$ cat src/rtl/int_to_float_norm.sv
// Two-stage 32-bit integer to IEEE-754 single-precision converter with valid/ready flow control.
// S1 captures sign, magnitude and leading-zero count; S2 normalises, rounds and packs the result.
module int_to_float_norm #(
  parameter int ROUND_EN = 1
) (
  input  logic        clk,
  input  logic        rst,
  input  logic        in_valid,
  output logic        in_ready,
  input  logic [31:0] in_data,
  input  logic        in_signed,
  output logic        out_valid,
  input  logic        out_ready,
  output logic [31:0] out_data,
  output logic [5:0]  out_lzc,
  output logic        out_inexact
);

  localparam logic RND = (ROUND_EN != 0);

  function automatic logic [5:0] lzc32(input logic [31:0] v);
    logic [5:0] n;
    logic       found;
    n     = 6'd32;
    found = 1'b0;
    for (int i = 31; i >= 0; i--) begin
      if (!found && v[i]) begin
        n     = 6'(31 - i);
        found = 1'b1;
      end
    end
    return n;
  endfunction

  logic        s1_valid_q, s1_valid_d;
  logic        s1_sign_q, s1_sign_d;
  logic [31:0] s1_mag_q, s1_mag_d;
  logic [5:0]  s1_lzc_q, s1_lzc_d;
  logic        s2_valid_q, s2_valid_d;
  logic [31:0] out_data_q, out_data_d;
  logic [5:0]  out_lzc_q, out_lzc_d;
  logic        out_inexact_q, out_inexact_d;

  logic        s2_load;
  logic        s1_load;
  logic        in_sign;
  logic [31:0] in_mag;
  logic [31:0] norm_m;
  logic        guard;
  logic        sticky;
  logic        round_up;
  logic [23:0] frac_sum;
  logic [7:0]  exp_w;

  // Ready depends only on register state and out_ready, never on in_valid.
  assign s2_load  = !s2_valid_q || out_ready;
  assign s1_load  = !s1_valid_q || s2_load;
  assign in_ready = s1_load;

  assign in_sign = in_signed & in_data[31];
  assign in_mag  = in_sign ? (~in_data + 32'd1) : in_data;

  assign norm_m   = s1_mag_q << s1_lzc_q;
  assign guard    = norm_m[7];
  assign sticky   = |norm_m[6:0];
  assign round_up = RND & guard & (sticky | norm_m[8]);
  assign frac_sum = {1'b0, norm_m[30:8]} + {23'd0, round_up};
  // 158 + carry never exceeds 8 bits, so no wider exponent is needed.
  assign exp_w    = 8'd158 - {2'b00, s1_lzc_q} + {7'd0, frac_sum[23]};

  always_comb begin
    s1_valid_d = s1_valid_q;
    s1_sign_d  = s1_sign_q;
    s1_mag_d   = s1_mag_q;
    s1_lzc_d   = s1_lzc_q;
    if (s1_load) begin
      s1_valid_d = in_valid;
      if (in_valid) begin
        s1_sign_d = in_sign;
        s1_mag_d  = in_mag;
        s1_lzc_d  = lzc32(in_mag);
      end
    end
  end

  always_comb begin
    s2_valid_d    = s2_valid_q;
    out_data_d    = out_data_q;
    out_lzc_d     = out_lzc_q;
    out_inexact_d = out_inexact_q;
    if (s2_load) begin
      s2_valid_d = s1_valid_q;
      if (s1_valid_q) begin
        out_lzc_d     = s1_lzc_q;
        out_inexact_d = guard | sticky;
        // A normalised non-zero magnitude always has its MSB set.
        if (!norm_m[31]) out_data_d = 32'd0;
        else             out_data_d = {s1_sign_q, exp_w, frac_sum[22:0]};
      end
    end
  end

  always_ff @(posedge clk or posedge rst) begin
    if (rst) begin
      s1_valid_q    <= 1'b0;
      s1_sign_q     <= 1'b0;
      s1_mag_q      <= 32'd0;
      s1_lzc_q      <= 6'd0;
      s2_valid_q    <= 1'b0;
      out_data_q    <= 32'd0;
      out_lzc_q     <= 6'd0;
      out_inexact_q <= 1'b0;
    end else begin
      s1_valid_q    <= s1_valid_d;
      s1_sign_q     <= s1_sign_d;
      s1_mag_q      <= s1_mag_d;
      s1_lzc_q      <= s1_lzc_d;
      s2_valid_q    <= s2_valid_d;
      out_data_q    <= out_data_d;
      out_lzc_q     <= out_lzc_d;
      out_inexact_q <= out_inexact_d;
    end
  end

  assign out_valid   = s2_valid_q;
  assign out_data    = out_data_q;
  assign out_lzc     = out_lzc_q;
  assign out_inexact = out_inexact_q;

endmodule

$ cat config.mk
export PLATFORM = sky130hd
export DESIGN_NAME = int_to_float_norm
export DESIGN_NICKNAME = d
export VERILOG_FILES = /design/src/rtl/int_to_float_norm.sv
export SDC_FILE = /design/constraint.sdc
export NUM_CORES = 1
export LEC_CHECK = 0
export BUFFER_PORTS_ARGS = -buffer_cell sky130_fd_sc_hd__buf_2
export CAP_MARGIN = 0
export CORE_ASPECT_RATIO = 1.1
export CORE_MARGIN = 3
export CORE_UTILIZATION = 32
export CTS_BUF_LIST = sky130_fd_sc_hd__clkbuf_2
export DETAILED_ROUTE_END_ITERATION = 12
export GPL_TIMING_DRIVEN = 1
export HOLD_SLACK_MARGIN = 0.15
export PLACE_DENSITY = 0.55
export SLEW_MARGIN = 10
export SYNTH_ARGS = -nofsm -noshare
export SYNTH_HDL_FRONTEND = slang
export SYNTH_SLANG_ARGS = --single-unit
$ cat constraint.sdc
create_clock -name clk -period 4.24 [get_ports clk]
set_input_delay 0.424 -clock clk [delete_from_list [all_inputs] [get_ports clk]]
set_output_delay 0.424 -clock clk [all_outputs]
set_load 0.01 [all_outputs]
# Word-level counts from Yosys, hierarchy flattened
# Cells that the tools add are included.
# word_totals
input_bits	37
register_bits	80
out_inout_bits	41
# op_classes
bitwise	5
addsub	4
shift	1
n_mux	127
reduce_logical	69
# ops
op	count
2-to-1 mux 6 bit	32
2-to-1 mux 1 bit	93
2-to-1 mux 32 bit	2
zero test 1 bit	33
adder 32 x 1 -> 32 bit, second input constant	1
inverter 32 bit	1
<< shifter 32 x 6 -> 32 bit	1
logical AND 1 bit	31
adder 23 x 1 -> 24 bit	1
adder 8 x 1 -> 8 bit	1
subtractor 8 x 6 -> 8 bit, first input constant	1
OR reduction 7 bit	1
AND reduction 2 bit	2
AND 1 bit	2
logical OR 1 bit	2
bitwise OR 1 bit	2

# Longest topological paths before layout
# Gate-level depths: netlist (run 1).
# logic_depth
depth_word	159
ltp_mapped	20
ltp_nobuf	15

# Worst setup path after synthesis (run 1)
# OpenSTA, ideal clock, no wires.
# synth_path
path_type	reg-to-reg
from	register s1_lzc_q[0]
to	register out_data_q[27], in the netlist out_data[27]
stages_incl_launch_ff	21
setup_slack_ns	0.358
arrival_time_ns	3.746
required_time_ns	4.105
path_buffers	5
synth_period_minus_slack_ns	3.882
setup_time_ns	0.135
path_cell_list	dfrtp_1 > buf_2 > buf_8 > inv_2 > buf_8 > buf_2 > buf_2 > o21ai_0 > a31oi_1 > o41ai_1 > a211oi_1 > ha_1 > nand2_1 > nor4b_2 > and3_1 > nand4_1 > ha_1 > ha_1 > nand3_1 > xnor2_1 > o21ai_0
# synth_between
elab_chain_cells	7
word_cells_on_any_way	8
classes_between	3 x add/sub; 1 x shift; 1 x mux; 2 x bitwise; 1 x reduce/logical
# synth_lines
item	line_no	text
start, declared	38	logic [5:0] s1_lzc_q, s1_lzc_d;
start signal, assigned	117	s1_lzc_q <= s1_lzc_d;
<< shifter 32 x 6 -> 32 bit	63	assign norm_m = s1_mag_q << s1_lzc_q;
OR reduction 7 bit	65	assign sticky = |norm_m[6:0];
bitwise OR 1 bit	66	assign round_up = RND & guard & (sticky | norm_m[8]);
AND 1 bit	66	
adder 23 x 1 -> 24 bit	67	assign frac_sum = {1'b0, norm_m[30:8]} + {23'd0, round_up};
adder 8 x 1 -> 8 bit	69	assign exp_w = 8'd158 - {2'b00, s1_lzc_q} + {7'd0, frac_sum[23]};
2-to-1 mux 32 bit *	97	if (!norm_m[31]) out_data_d = 32'd0;
end signal, assigned	119	out_data_q <= out_data_d;
end, declared	40	logic [31:0] out_data_q, out_data_d;
# Every way passes the cells marked *; elsewhere a longest branch is shown, timed or not.
# A chain may end at the register's enable or synchronous reset.

# Worst setup path after layout (run 1)
# layout_path
from	register s1_lzc_q[1]
to	register out_data_q[27], in the netlist out_data[27]
# Same word-level chain as after synthesis.

==> results of run 1 <==
==> per-layer routing <==
metal | routed length [um] | vias up
met5 | 0 | -
met4 | 431 | 0
met3 | 1030 | 29
met2 | 9910 | 201
met1 | 10400 | 3097
li1 | - | 3197
==> cells in the mapped netlist, types with 5 or more instances <==
master	n
a21oi_1	28
a22o_1	10
a31oi_1	9
a32oi_1	5
a41oi_1	5
and2_1	11
and3_1	8
buf_2	9
buf_6	5
buf_8	6
clkbuf_1	40
dfrtp_1	80
ha_1	5
inv_1	10
mux2_2	14
mux2i_1	18
mux4_2	35
nand2_1	119
nand2b_1	9
nand3_1	12
nand3b_1	7
nand4_1	12
nor2_1	50
nor2b_1	8
nor3_1	14
nor3b_1	5
nor4_1	15
o211ai_1	7
o21a_1	5
o21ai_0	69
o21ai_1	16
o31ai_1	6
or3_1	11
xnor2_1	26
xor2_1	26
==> metrics by stage <==
stage	setup slack [ps]	util	cell area [sq um]	cells
finish	326	0.364	8160	1179
global route	8.49	0.364	8160	1179
CTS	323	0.364	8160	1179
detailed placement	355	0.357	8000	1157
global placement	388	0.357	8000	1157
floorplan	358	-	7380	821
==> power breakdown <==
group	switching, uW	internal (uW)	total (uW)
Sequential	155	918	1070
Combinational	846	704	1550
Clock	263	136	399
==> registers in the layout (all words and copies together) (netlist names) <==
register	count
s1_lzc_q	6
out_lzc	6
out_valid	1
out_data	32
s1_mag_q	32
s1_valid_q	1
out_inexact	1
s1_sign_q	1
==> cell usage in the layout, fill, tap and decap left out, types with 5 or more instances in the layout <==
master	count
nand2_1	118
dfrtp_1	79
buf_2	77
o21ai_0	69
nor2_1	50
mux4_2	35
buf_4	29
a21oi_1	28
xor2_1	26
xnor2_1	26
mux2i_1	18
o21ai_1	16
nor4_1	15
nor3_1	14
mux2_2	14
nand4_1	12
nand3_1	12
and2_1	11
or3_1	11
clkbuf_2	11
a22o_1	10
nand2b_1	9
inv_1	9
a31oi_1	9
nor2b_1	8
and3_1	8
nand3b_1	7
o211ai_1	7
o31ai_1	6
dlygate4sd3_1	6
nor3b_1	5
o21a_1	5
a41oi_1	5
a32oi_1	5
ha_1	5
==> worst paths after layout <==
kind / start / end / slack [ps] / cells after the start
min in group asynchronous: rst / out_inexact$_DFFE_PP0P_ / 400 / 3
max: s1_lzc_q[1]$_DFFE_PP0P_ / out_data[27]$_DFFE_PP0P_ / 330 / 16
min: in_data[31] / s1_mag_q[31]$_DFFE_PP0P_ / 220 / 3
max in group asynchronous: rst / s1_lzc_q[1]$_DFFE_PP0P_ / 2800 / 4
min reg2reg: out_lzc[3]$_DFFE_PP0P_ / out_lzc[3]$_DFFE_PP0P_ / 500 / 2
max reg2reg: s1_lzc_q[1]$_DFFE_PP0P_ / out_data[27]$_DFFE_PP0P_ / 330 / 16
==> area by class of cell <==
type	instances	area [sq um]	area share
Clock buffer	11	55.1	0.00675
Clock inverter	5	48.8	0.00598
Inverter	11	42.5	0.00521
Multi-Input combinational cell	664	4960	0.608
Sequential cell	80	2000	0.245
Tap cell	295	369	0.0452
Timing Repair Buffer	113	683	0.0837
==> worst max-delay path, stage by stage (launching register included) <==
cell and delay, ps:
dfrtp_2 580, buf_4 230, mux2_2 240, nand2_1 50, o21ai_1 180, o41ai_1 150
a211oi_1 270, ha_1 240, nand2_1 90, nor4b_2 640, and3_1 300, nand4_1 90
ha_1 240, ha_1 210, nand3_1 110, xnor2_1 110, o21ai_0 80
==> logic make-up after synthesis <==
group | synth area share
buffers and inverters | 0.0568
multiplexers | 0.173
flip-flops | 0.271
AND/OR/NAND/NOR | 0.234
AO/OA/AOI/OAI | 0.194
adder cells (fa/ha/maj) | 0.00848
XOR/XNOR | 0.0617
==> timing repair <==
item                                   4_1_cts  5_1_grt
setup endpoints to repair                    0        0
hold buffers                                 6        0
endpoints found under the hold margin       36        0
==> metrics.md, run 1 <==
| Metric | Value |
|---|---|
| Layout cells sized above 1 | 0.227 |
| DR iter-0 viols | 391 |
| Clock Skews | 20.7 ps |
| Sequential share of the synthesized area | 0.271 |
| Maximum net fanout on the critical path | 15 |
| Total of endpoints with negative setup slack in the final report | 0 |
| Setup CP Type | reg2reg |
| Post-CTS Repair Setup Buffers | 0 |
| Endpoint class of the critical path | flip-flop |
| Number of I/O port buffers | 77 |
| Dominant synthesized flop cell | dfrtp_1 |
| Post-synth ARST share | 1.00 |
| Number of max-cap violations | 0 |
| Largest cells by area after synthesis | dfrtp_1 (27%), mux4_2 (11%), nand2_1 (6.1%), o21ai_0 (4.7%), xnor2_1 (3.1%) |
| Average cell area after synthesis | 8.99 sq um |
| Initial antenna violation count | 0 |
| Mapped Nets | 863 |
| Critical path launch point type | flip-flop |
| DR vias | 6524 |
| Most used routing layer | met2 |
| Vias per std cell | 5.53 |
| Area growth from synthesis to layout | 10.6% |
| Ant diodes | 0 |
| Global-route track usage on met3 | 0.0186 |
| Number of nets with antenna violations after routing | 0 |
| Clk Latency, worst-skew pair | 570 ps |
| Number of sinks handled by clock tree synthesis | 80 |
| Wire length of the first global-routing pass | 35.0 mm |
| Number of I/O pins | 78 |
| DIE WIDTH | 151 um |
| Wirelength per Cell | 18.4 um |
| Estimated wirelength of the detail-placed design | 16.9 mm |
| Relative max-transition margin | 0.313 |
| Count of cells resized by post-cts repair | 0 |
| Cells after synthesis | 821 |
| Upper clock frequency limit | 256 MHz |
| Number of max-slew violations in the final report | 0 |
| Count of flip-flops with a built-in enable after synthesis | 0 |
| Final cycle utilization of the critical path | 0.923 |
| Number of warnings reported in the yosys synthesis log | 0 |
| Post-synth cell types | 92 |
| Leakage | 0.00335 uW |
| Length of the first detailed-routing pass in iterations | 5 |
| Final Hold Slack | 219 ps |
| Core Area | 22400 sq um |
| Die H | 165 um |
| Total CTS buffers | 9 |
| Class of the worst hold path | in2reg |
| Setup repair after global routing missed its margin | no |
| Fraction of post-synthesis cell area in the top cell type by area | 0.271 |
| Seq cells post-synth | 80 |
| Run status | complete, no violations |
| Largest net degree at the start of global routing | 49 |
| Number of filler cells placed in the layout | 2347 |
| Met1 capacity usage during global routing | 0.257 |
| Cell at the root of the clock tree | clkbuf_2 |
| Deepest clock path buffer count | 2 |
| Overall power | 3020 uW |
| Post-layout nets | 921 |
| Accumulated negative setup slack | 0 ps |
| Number of cell rows | 57 |
| Number of global-route vias before repair | 6116 |
| Count of endpoints failing hold in the final timing report | 0 |
| Worst ir drop on vdd | 0.000125 V |
| Global route total overflow | 0 |
| Transition time at the pin with the least slew margin | 1010 ps |
| RD Place Congestion | 0.945 |
| DRC | 0 |
| Library cell occupying the most area in the post-synthesis netlist | dfrtp_1 |
| Minimum period implied by the final worst setup slack | 3910 ps |
| Clock tree from TritonCTS | built |
| Overall track demand over capacity in global routing | 0.176 |
| Power density over the cells | 370 nW/um^2 |
| H-tree level count | 3 |
| WP data arrival | 4400 ps |
| M2 GR Usage | 0.274 |
| Post-Route WL | 21.7 mm |
| Critical path required time | 4730 ps |
| Initial standard-cell utilization of the core | 0.329 |
| Synth Cell Area | 7380 sq um |
| Clock edge transition at the registers on the reported setup and hold paths | 210 ps |
| Die area | 24900 sq um |
(Power assumes the default switching activity.)
==> inputs of run 2 (changes only) <==
--- a/config.mk
+++ b/config.mk
@@ -15,6 +15,7 @@
 export GPL_TIMING_DRIVEN = 1
 export HOLD_SLACK_MARGIN = 0.15
 export PLACE_DENSITY = 0.55
+export RECOVER_POWER = 100
 export SLEW_MARGIN = 10
 export SYNTH_ARGS = -nofsm -noshare
 export SYNTH_HDL_FRONTEND = slang
==> run 2 against run 1 <==
  * The run now ends with max-capacitance violations left
  * Power fell by 1.2%
  * Count of clock-buffer cells in the layout did not move
  * Register-to-register slack barely moved
  * Combinational power fell by 3%
  * Final area fell by 0.95%
  * Clock power barely moved
  * Hold slack got worse by 15 ps
  * Sequential share of layout area rose by 0.24 points
==> metrics.md, run 2 (same netlist as run 1, synthesis figures left out) <==
| Metric | Value |
|---|---|
| Register-to-Register Setup Slack | 330 ps (about the same) |
| Estimated wirelength of the detail-placed design | 16.9 mm (unchanged) |
| Net switching share of the total power | 0.422 (+0.00361) |
| Total CTS buffers | 9 (unchanged) |
| Cells on Worst Hold Path | 3 (unchanged) |
| Number of global-route vias before repair | 6116 (unchanged) |
| Relative max-transition margin | 0.00561 (-0.307) |
| Count of placed standard cells including taps | 1157 (unchanged) |
| Wirelength per Cell | 18.4 um (-0.41%) |
| CP Cell Sequence | mux4_4 > mux2i_1 > or2_2 > a211oi_1 > ha_1 > nand2_1 > nor4b_2 > and3_1 > nand4_1 > ha_1 > ha_1 > nand3_1 > xnor2_1 > o21ai_0 |
| DR vias | 6541 (+0.26%) |
| Setup repair after global routing missed its margin | no |
| RD Place Congestion | 0.945 (unchanged) |
| Initial antenna violation count | 0 (unchanged) |
| Leakage | 0.00318 uW (-5.2%) |
| Overall track demand over capacity in global routing | 0.176 (unchanged) |
| Number of nets with antenna violations after routing | 0 (unchanged) |
| Global route total overflow | 0 (unchanged) |
| Number of I/O pins | 78 (unchanged) |
| DRC | 0 (unchanged) |
| Post-Route WL | 21.7 mm (-0.41%) |
| Largest net degree at the start of global routing | 49 (unchanged) |
| Transition time at the pin with the least slew margin | 1480 ps (+478 ps) |
| Count of endpoints failing hold in the final timing report | 0 (unchanged) |
| Vias per std cell | 5.55 (+0.26%) |
| Die area | 24900 sq um (unchanged) |
| Number of cells on the worst reg-to-reg path | 14 (-2) |
| Psw | 1260 uW (-0.40%) |
| H-tree level count | 3 (unchanged) |
| Number of max-slew violations in the final report | 0 (unchanged) |
| Post-layout nets | 921 (unchanged) |
| Count of cells resized by post-cts repair | 0 (unchanged) |
| Cell at the root of the clock tree | clkbuf_2 |
| Proportion of power drawn by flip-flops and latches | 0.360 (+0.005) |
| Number of max-cap violations | 1 (+1) |
| Cell area after layout | 8080 sq um (-0.95%) |
| Layout cells sized above 1 | 0.174 (-0.0532) |
| Overall power | 2980 uW (-1.2%) |
| Most frequent cell on the critical path | ha_1 |
| Core Area | 22400 sq um (unchanged) |
| DIE WIDTH | 151 um (unchanged) |
| Minimum period implied by the final worst setup slack | 3910 ps (-3.05 ps) |
| Most common library cell in the layout ignoring fill and taps | nand2_1 |
| Endpoint class of the critical path | flip-flop |
| Upper clock frequency limit | 256 MHz (about the same) |
| Worst ir drop on vdd | 0.000124 V (-1.0%) |
| Maximum net fanout on the critical path | 15 (unchanged) |
| Number of cell rows | 57 (unchanged) |
| DR iter-0 viols | 381 (-2.6%) |
| Total of endpoints with negative setup slack in the final report | 0 (unchanged) |
| Deepest clock path buffer count | 2 (unchanged) |
| Clock edge transition at the registers on the reported setup and hold paths | 210 ps (about the same) |
| Power density over the cells | 369 nW/um^2 (-0.30%) |
| R2r startpoint | s1_lzc_q[1]$_DFFE_PP0P_ |
| Post-CTS Repair Setup Buffers | 0 (unchanged) |
| Final cycle utilization of the critical path | 0.922 (about the same) |
| Hold path startpoint | in_data[31] |
| Accumulated negative setup slack | 0 ps (unchanged) |
| Failing checks | max-capacitance violations |
| Largest stage delay on the critical path | 650 ps (about the same) |
| Area growth from synthesis to layout | 9.57% |
| Setup CP Type | reg2reg |
| Commonest cells after routing, fill and taps aside | nand2_1 (119), o21ai_0 (80), dfrtp_1 (79), nor2_1 (50), clkbuf_1 (44) |
| Number of sinks handled by clock tree synthesis | 80 (unchanged) |
| Area after DPL | 8000 sq um (unchanged) |
| Die H | 165 um (unchanged) |
| WP data arrival | 4400 ps (about the same) |
| Clk pwr share | 0.134 (+0.002) |
| Fraction of power consumed by combinational cells | 0.506 (-0.007) |
| Wire length of the first global-routing pass | 35.0 mm (unchanged) |
| Ant diodes | 0 (unchanged) |
| Internal | 1730 uW (-1.9%) |
| Endpoint of the lowest-slack register-to-register path | out_data[27]$_DFFE_PP0P_ |
| Number of I/O port buffers | 77 (unchanged) |
| Critical path required time | 4730 ps (about the same) |
| Final cell utilization of the core | 0.361 (-0.00346) |
| End point of the most critical hold path | s1_mag_q[31]$_DFFE_PP0P_ |
| Class of the worst hold path | in2reg |
| CP max-delay cell | nor4b_2 |
| Clk Latency, worst-skew pair | 570 ps (about the same) |
| Clock tree from TritonCTS | built |
| Final std cells w/o fill | 1179 (unchanged) |
| Initial standard-cell utilization of the core | 0.329 (unchanged) |
| Length of the first detailed-routing pass in iterations | 5 (unchanged) |
| Critical path launch point type | flip-flop |
| Clock Skews | 20.5 ps (-0.219 ps) |
| Run status | complete, but fails checks |
## run 2: changes by cell type in the layout (fill, tap and decap cells not counted), sizes merged
cell      previous run  this run
clkinv               5         4
buf                107        62
clkinvlp             0         1
clkbuf              11        56
## run 2: per-layer routing
layer / GRT usage / wire length, um / part of all wire
met3: 0.0186 / 1060 / 0.049
met2: 0.274 / 9880 / 0.46
met4: 0.0561 / 464 / 0.021
met1: 0.257 / 10300 / 0.47
met5: 0 / 0 / 0
## run 2: worst max path at each step
stage | from | endpoint | slack (ps) | depth (start not counted)
final | s1_lzc_q[1]$_DFFE_PP0P_ | out_data[27]$_DFFE_PP0P_ | 330 | 14
after global routing | s1_lzc_q[1]$_DFFE_PP0P_ | out_data[27]$_DFFE_PP0P_ | 8 | 16
after CTS | s1_lzc_q[1]$_DFFE_PP0P_ | out_data[27]$_DFFE_PP0P_ | 320 | 14
after detailed placement | s1_lzc_q[1]$_DFFE_PP0P_ | out_data[27]$_DFFE_PP0P_ | 360 | 14
after global placement | s1_lzc_q[1]$_DFFE_PP0P_ | out_data[27]$_DFFE_PP0P_ | 390 | 13
after floorplan | s1_lzc_q[0]$_DFFE_PP0P_ | out_data[27]$_DFFE_PP0P_ | 360 | 20
## run 2: repair_timing
action                     CTS  global route
setup endpoints to repair    0             0
hold buffers                 6             0
hold endpoints to repair    36             0
## run 2: final cells by class
cell class                 count  area [sq um]
multi-input combinational    664          4940
inverter                      11          42.5
clock buffer                  11          55.1
fill                        2367         14300
timing repair buffer         113           621
clock inverter                 5          48.8
sequential                    80          2000
tap                          295           369
## run 2: worst max-delay path, delay by kind of cell, from the launching register on
| family | cells | cell delay, ps |
|---|---|---|
| and+or+nand+nor | 6 | 1540 |
| adders and majority gates | 3 | 680 |
| DFF | 1 | 570 |
| muxes | 2 | 560 |
| AOI/OAI and AO/OA | 2 | 340 |
| xor gates and xnor gates | 1 | 110 |
## run 2: power groups by stage
stage | sequential, uW | clock [uW] | combinational (uW)
floorplan | 1080 | 0 | 1090
global placement | 1090 | 0 | 1540
detailed placement | 1090 | 0 | 1550
CTS | 1070 | 417 | 1560
global route | 1100 | 456 | 1670
finish | 1080 | 400 | 1510
## run 2: per-stage QoR
stage | setup slack [ps] | hold WS [ps]
after global routing | 8.33 | 175
after detailed placement | 355 | 466
final | 329 | 205
after CTS | 323 | 154
after floorplan | 358 | 445
after global placement | 388 | 456
==> inputs of run 3 (changes only) <==
--- a/config.mk
+++ b/config.mk
@@ -9,12 +9,12 @@
 export CAP_MARGIN = 0
 export CORE_ASPECT_RATIO = 1.1
 export CORE_MARGIN = 3
-export CORE_UTILIZATION = 32
+export CORE_UTILIZATION = 29
 export CTS_BUF_LIST = sky130_fd_sc_hd__clkbuf_2
 export DETAILED_ROUTE_END_ITERATION = 12
 export GPL_TIMING_DRIVEN = 1
 export HOLD_SLACK_MARGIN = 0.15
-export PLACE_DENSITY = 0.55
+export PLACE_DENSITY = 0.51
 export RECOVER_POWER = 100
 export SLEW_MARGIN = 10
 export SYNTH_ARGS = -nofsm -noshare
==> run 3 against run 2 <==
  * The run ends with max-capacitance violations, max-slew violations left
  * Sequential share of layout area is essentially flat
  * Sequential power about the same
  * Cell count rose by 1.0%
  * Fmax is 0.58% higher
  * Utilization down 3.4 points
  * Critical path depth decreased by 1
  * Clock power increased by 33%
  * Flip-flop and latch count unchanged
  * Register-to-register slack better by 20 ps
  * Clock skew is 3.9 ps higher
  * Critical endpoint unchanged
==> metrics.md, run 3 (same netlist as run 1, synthesis figures left out) <==
| Metric | Value |
|---|---|
| Minimum period implied by the final worst setup slack | 3890 ps (-22.7 ps) |
| Length of the first detailed-routing pass in iterations | 7 (+2) |
| Clk pwr share | 0.172 (+0.038) |
| DR iter-0 viols | 499 (+31%) |
| Number of nets with antenna violations after routing | 0 (unchanged) |
| Critical path launch point type | flip-flop |
| Count of buffering cells on the critical path with inverters included | 1 (+1) |
| CP max-delay cell | dfrtp_2 |
| Relative max-transition margin | -0.215 (-0.221) |
| Post-Route WL | 22.2 mm (+2.6%) |
| DIE WIDTH | 158 um (+4.8%) |
| Endpoint class of the critical path | flip-flop |
| Estimated wirelength of the detail-placed design | 17.2 mm (+1.9%) |
| R2r startpoint | s1_lzc_q[1]$_DFFE_PP0P_ |
| Run status | complete, but fails checks |
| Fraction of power consumed by combinational cells | 0.480 (-0.026) |
| WP data arrival | 4420 ps (+20 ps) |
| Power density over the cells | 383 nW/um^2 (+3.8%) |
| Wire length of the first global-routing pass | 35.7 mm (+2.0%) |
| Maximum net fanout on the critical path | 17 (+2) |
| Clk Latency, worst-skew pair | 580 ps (about the same) |
| Number of I/O pins | 78 (unchanged) |
| Worst ir drop on vdd | 0.000153 V (+23%) |
| CP Cell Sequence | buf_4 > mux4_2 > mux2_1 > and3_1 > nor4_2 > nand4bb_1 > nor2_1 > nand4_1 > ha_1 > ha_1 > nand3_1 > xnor2_1 > o21ai_0 |
| Number of max-cap violations | 4 (+3) |
| Total CTS buffers | 9 (unchanged) |
| Clock tree from TritonCTS | built |
| Number of cells on the worst reg-to-reg path | 13 (-1) |
| Hold path startpoint | in_data[31] |
| Number of cell rows | 60 (+5.3%) |
| Deepest clock path buffer count | 2 (unchanged) |
| Count of endpoints failing hold in the final timing report | 0 (unchanged) |
| Proportion of power drawn by flip-flops and latches | 0.349 (-0.011) |
| Internal | 1820 uW (+5.6%) |
| Vias per std cell | 5.51 (-0.75%) |
| Net switching share of the total power | 0.413 (-0.00879) |
| End point of the most critical hold path | s1_mag_q[31]$_DFFE_PP0P_ |
| Largest stage delay on the critical path | 650 ps (about the same) |
| Cells on Worst Hold Path | 3 (unchanged) |
| Setup CP Type | reg2reg |
| Accumulated negative setup slack | 0 ps (unchanged) |
| DR vias | 6558 (+0.26%) |
| Total of endpoints with negative setup slack in the final report | 0 (unchanged) |
| Upper clock frequency limit | 257 MHz (+0.58%) |
| Failing checks | max-capacitance violations, max-slew violations |
| RD Place Congestion | 0.920 (-2.7%) |
| Endpoint of the lowest-slack register-to-register path | out_data[27]$_DFFE_PP0P_ |
| Count of placed standard cells including taps | 1169 (+1.0%) |
| Layout cells sized above 1 | 0.167 (-0.00716) |
| Leakage | 0.00315 uW (-0.90%) |
| Commonest cells after routing, fill and taps aside | nand2_1 (119), dfrtp_1 (79), o21ai_0 (77), nor2_1 (50), clkbuf_1 (47) |
| Number of I/O port buffers | 77 (unchanged) |
| Post-CTS Repair Setup Buffers | 0 (unchanged) |
| Global route total overflow | 0 (unchanged) |
| Class of the worst hold path | in2reg |
| Number of sinks handled by clock tree synthesis | 80 (unchanged) |
| Number of max-slew violations in the final report | 176 (+176) |
| Psw | 1280 uW (+1.9%) |
| Register-to-Register Setup Slack | 350 ps (+20 ps) |
| Most frequent cell on the critical path | ha_1 |
| Setup repair after global routing missed its margin | no |
| Number of global-route vias before repair | 6235 (+1.9%) |
| Overall track demand over capacity in global routing | 0.162 (-0.0141) |
| Clock Skews | 24.4 ps (+3.89 ps) |
| Post-layout nets | 917 (-0.43%) |
| Transition time at the pin with the least slew margin | 1820 ps (+339 ps) |
| DRC | 0 (unchanged) |
| Cell at the root of the clock tree | clkbuf_2 |
| Final std cells w/o fill | 1191 (+1.0%) |
| Critical path required time | 4770 ps (+40 ps) |
| Final cycle utilization of the critical path | 0.917 (-0.00534) |
| H-tree level count | 3 (unchanged) |
| Die H | 173 um (+4.9%) |
| Largest net degree at the start of global routing | 67 (+37%) |
| Initial standard-cell utilization of the core | 0.298 (-0.0316) |
| CP delay by family, top | simple AND/OR/NAND/NOR gates |
| Area growth from synthesis to layout | 9.79% |
| Clock edge transition at the registers on the reported setup and hold paths | 230 ps (+20 ps) |
| Wirelength per Cell | 18.7 um (+1.5%) |
| Core Area | 24800 sq um (+11%) |
| Die area | 27400 sq um (+9.9%) |
| Initial antenna violation count | 1 (+1) |
| Most common library cell in the layout ignoring fill and taps | nand2_1 |
run 3: cell count changes in the layout (fill, tap and decap cells not counted), sizes merged:
cell         change
buf              -5
bufinv           +2
clkbuf           +1
clkinv           -1
diode            +1
dlygate4sd3      -1
run 3: timing repair:
| item | CTS | global route |
|---|---|---|
| gates resized for setup | 0 | 1 |
| endpoints found under the hold margin | 38 | 0 |
| endpoints found under the setup margin | 0 | 3 |
| hold buffers | 5 | 0 |
run 3: power by group through the flow:
stage / sequential (uW) / clock [uW] / combinational, uW
after floorplan: 1080 / 0 / 1090
after global placement: 1090 / 0 / 1520
after detailed placement: 1100 / 0 / 1530
after CTS: 1080 / 555 / 1530
after global routing: 1110 / 581 / 1650
final: 1080 / 533 / 1490
run 3: layout make-up:
type,instances,area [sq um]
Sequential cell,80,2000
Tap cell,310,388
Fill cell,2669,16700
Inverter,11,42.5
Clock inverter,6,108
Antenna cell,1,2.50
Timing Repair Buffer,109,567
Clock buffer,10,50.0
Multi-Input combinational cell,664,4940
run 3: per-stage QoR:
stage / setup WS [ps] / cell area [sq um] / hold WS, ps / util / total power [uW]
detailed placement: 248 / 7980 / 395 / 0.322 / 2620
finish: 352 / 8100 / 200 / 0.327 / 3100
CTS: 214 / 8190 / 156 / 0.331 / 3170
floorplan: 358 / 7380 / 445 / - / 2170
global route: 12.1 / 8100 / 202 / 0.327 / 3340
global placement: 295 / 7980 / 389 / 0.322 / 2610
run 3: worst reg2reg max path, stage by stage (launching register included):
cell,delay [ps]
dfrtp_2,650
buf_4,250
mux4_2,550
mux2_1,400
and3_1,230
nor4_2,440
nand4bb_1,350
nor2_1,90
nand4_1,150
ha_1,180
ha_1,180
nand3_1,120
xnor2_1,140
o21ai_0,140
run 3: how the worst max path moves through the flow:
stage,start,endpoint,slack (ps),cells after the start
floorplan,s1_lzc_q[0]$_DFFE_PP0P_,out_data[27]$_DFFE_PP0P_,360,20
finish,s1_lzc_q[1]$_DFFE_PP0P_,out_data[27]$_DFFE_PP0P_,350,13
detailed placement,s1_lzc_q[1]$_DFFE_PP0P_,out_data[27]$_DFFE_PP0P_,250,14
CTS,s1_lzc_q[1]$_DFFE_PP0P_,out_data[27]$_DFFE_PP0P_,210,14
global route,s1_lzc_q[0]$_DFFE_PP0P_,out_data[27]$_DFFE_PP0P_,10,15
global placement,s1_lzc_q[1]$_DFFE_PP0P_,out_data[27]$_DFFE_PP0P_,300,14
run 3: metal layers:
layer / global-route usage / share of wire
met5: 0 / 0
met4: 0.0584 / 0.028
met3: 0.0185 / 0.048
met2: 0.245 / 0.44
met1: 0.238 / 0.48
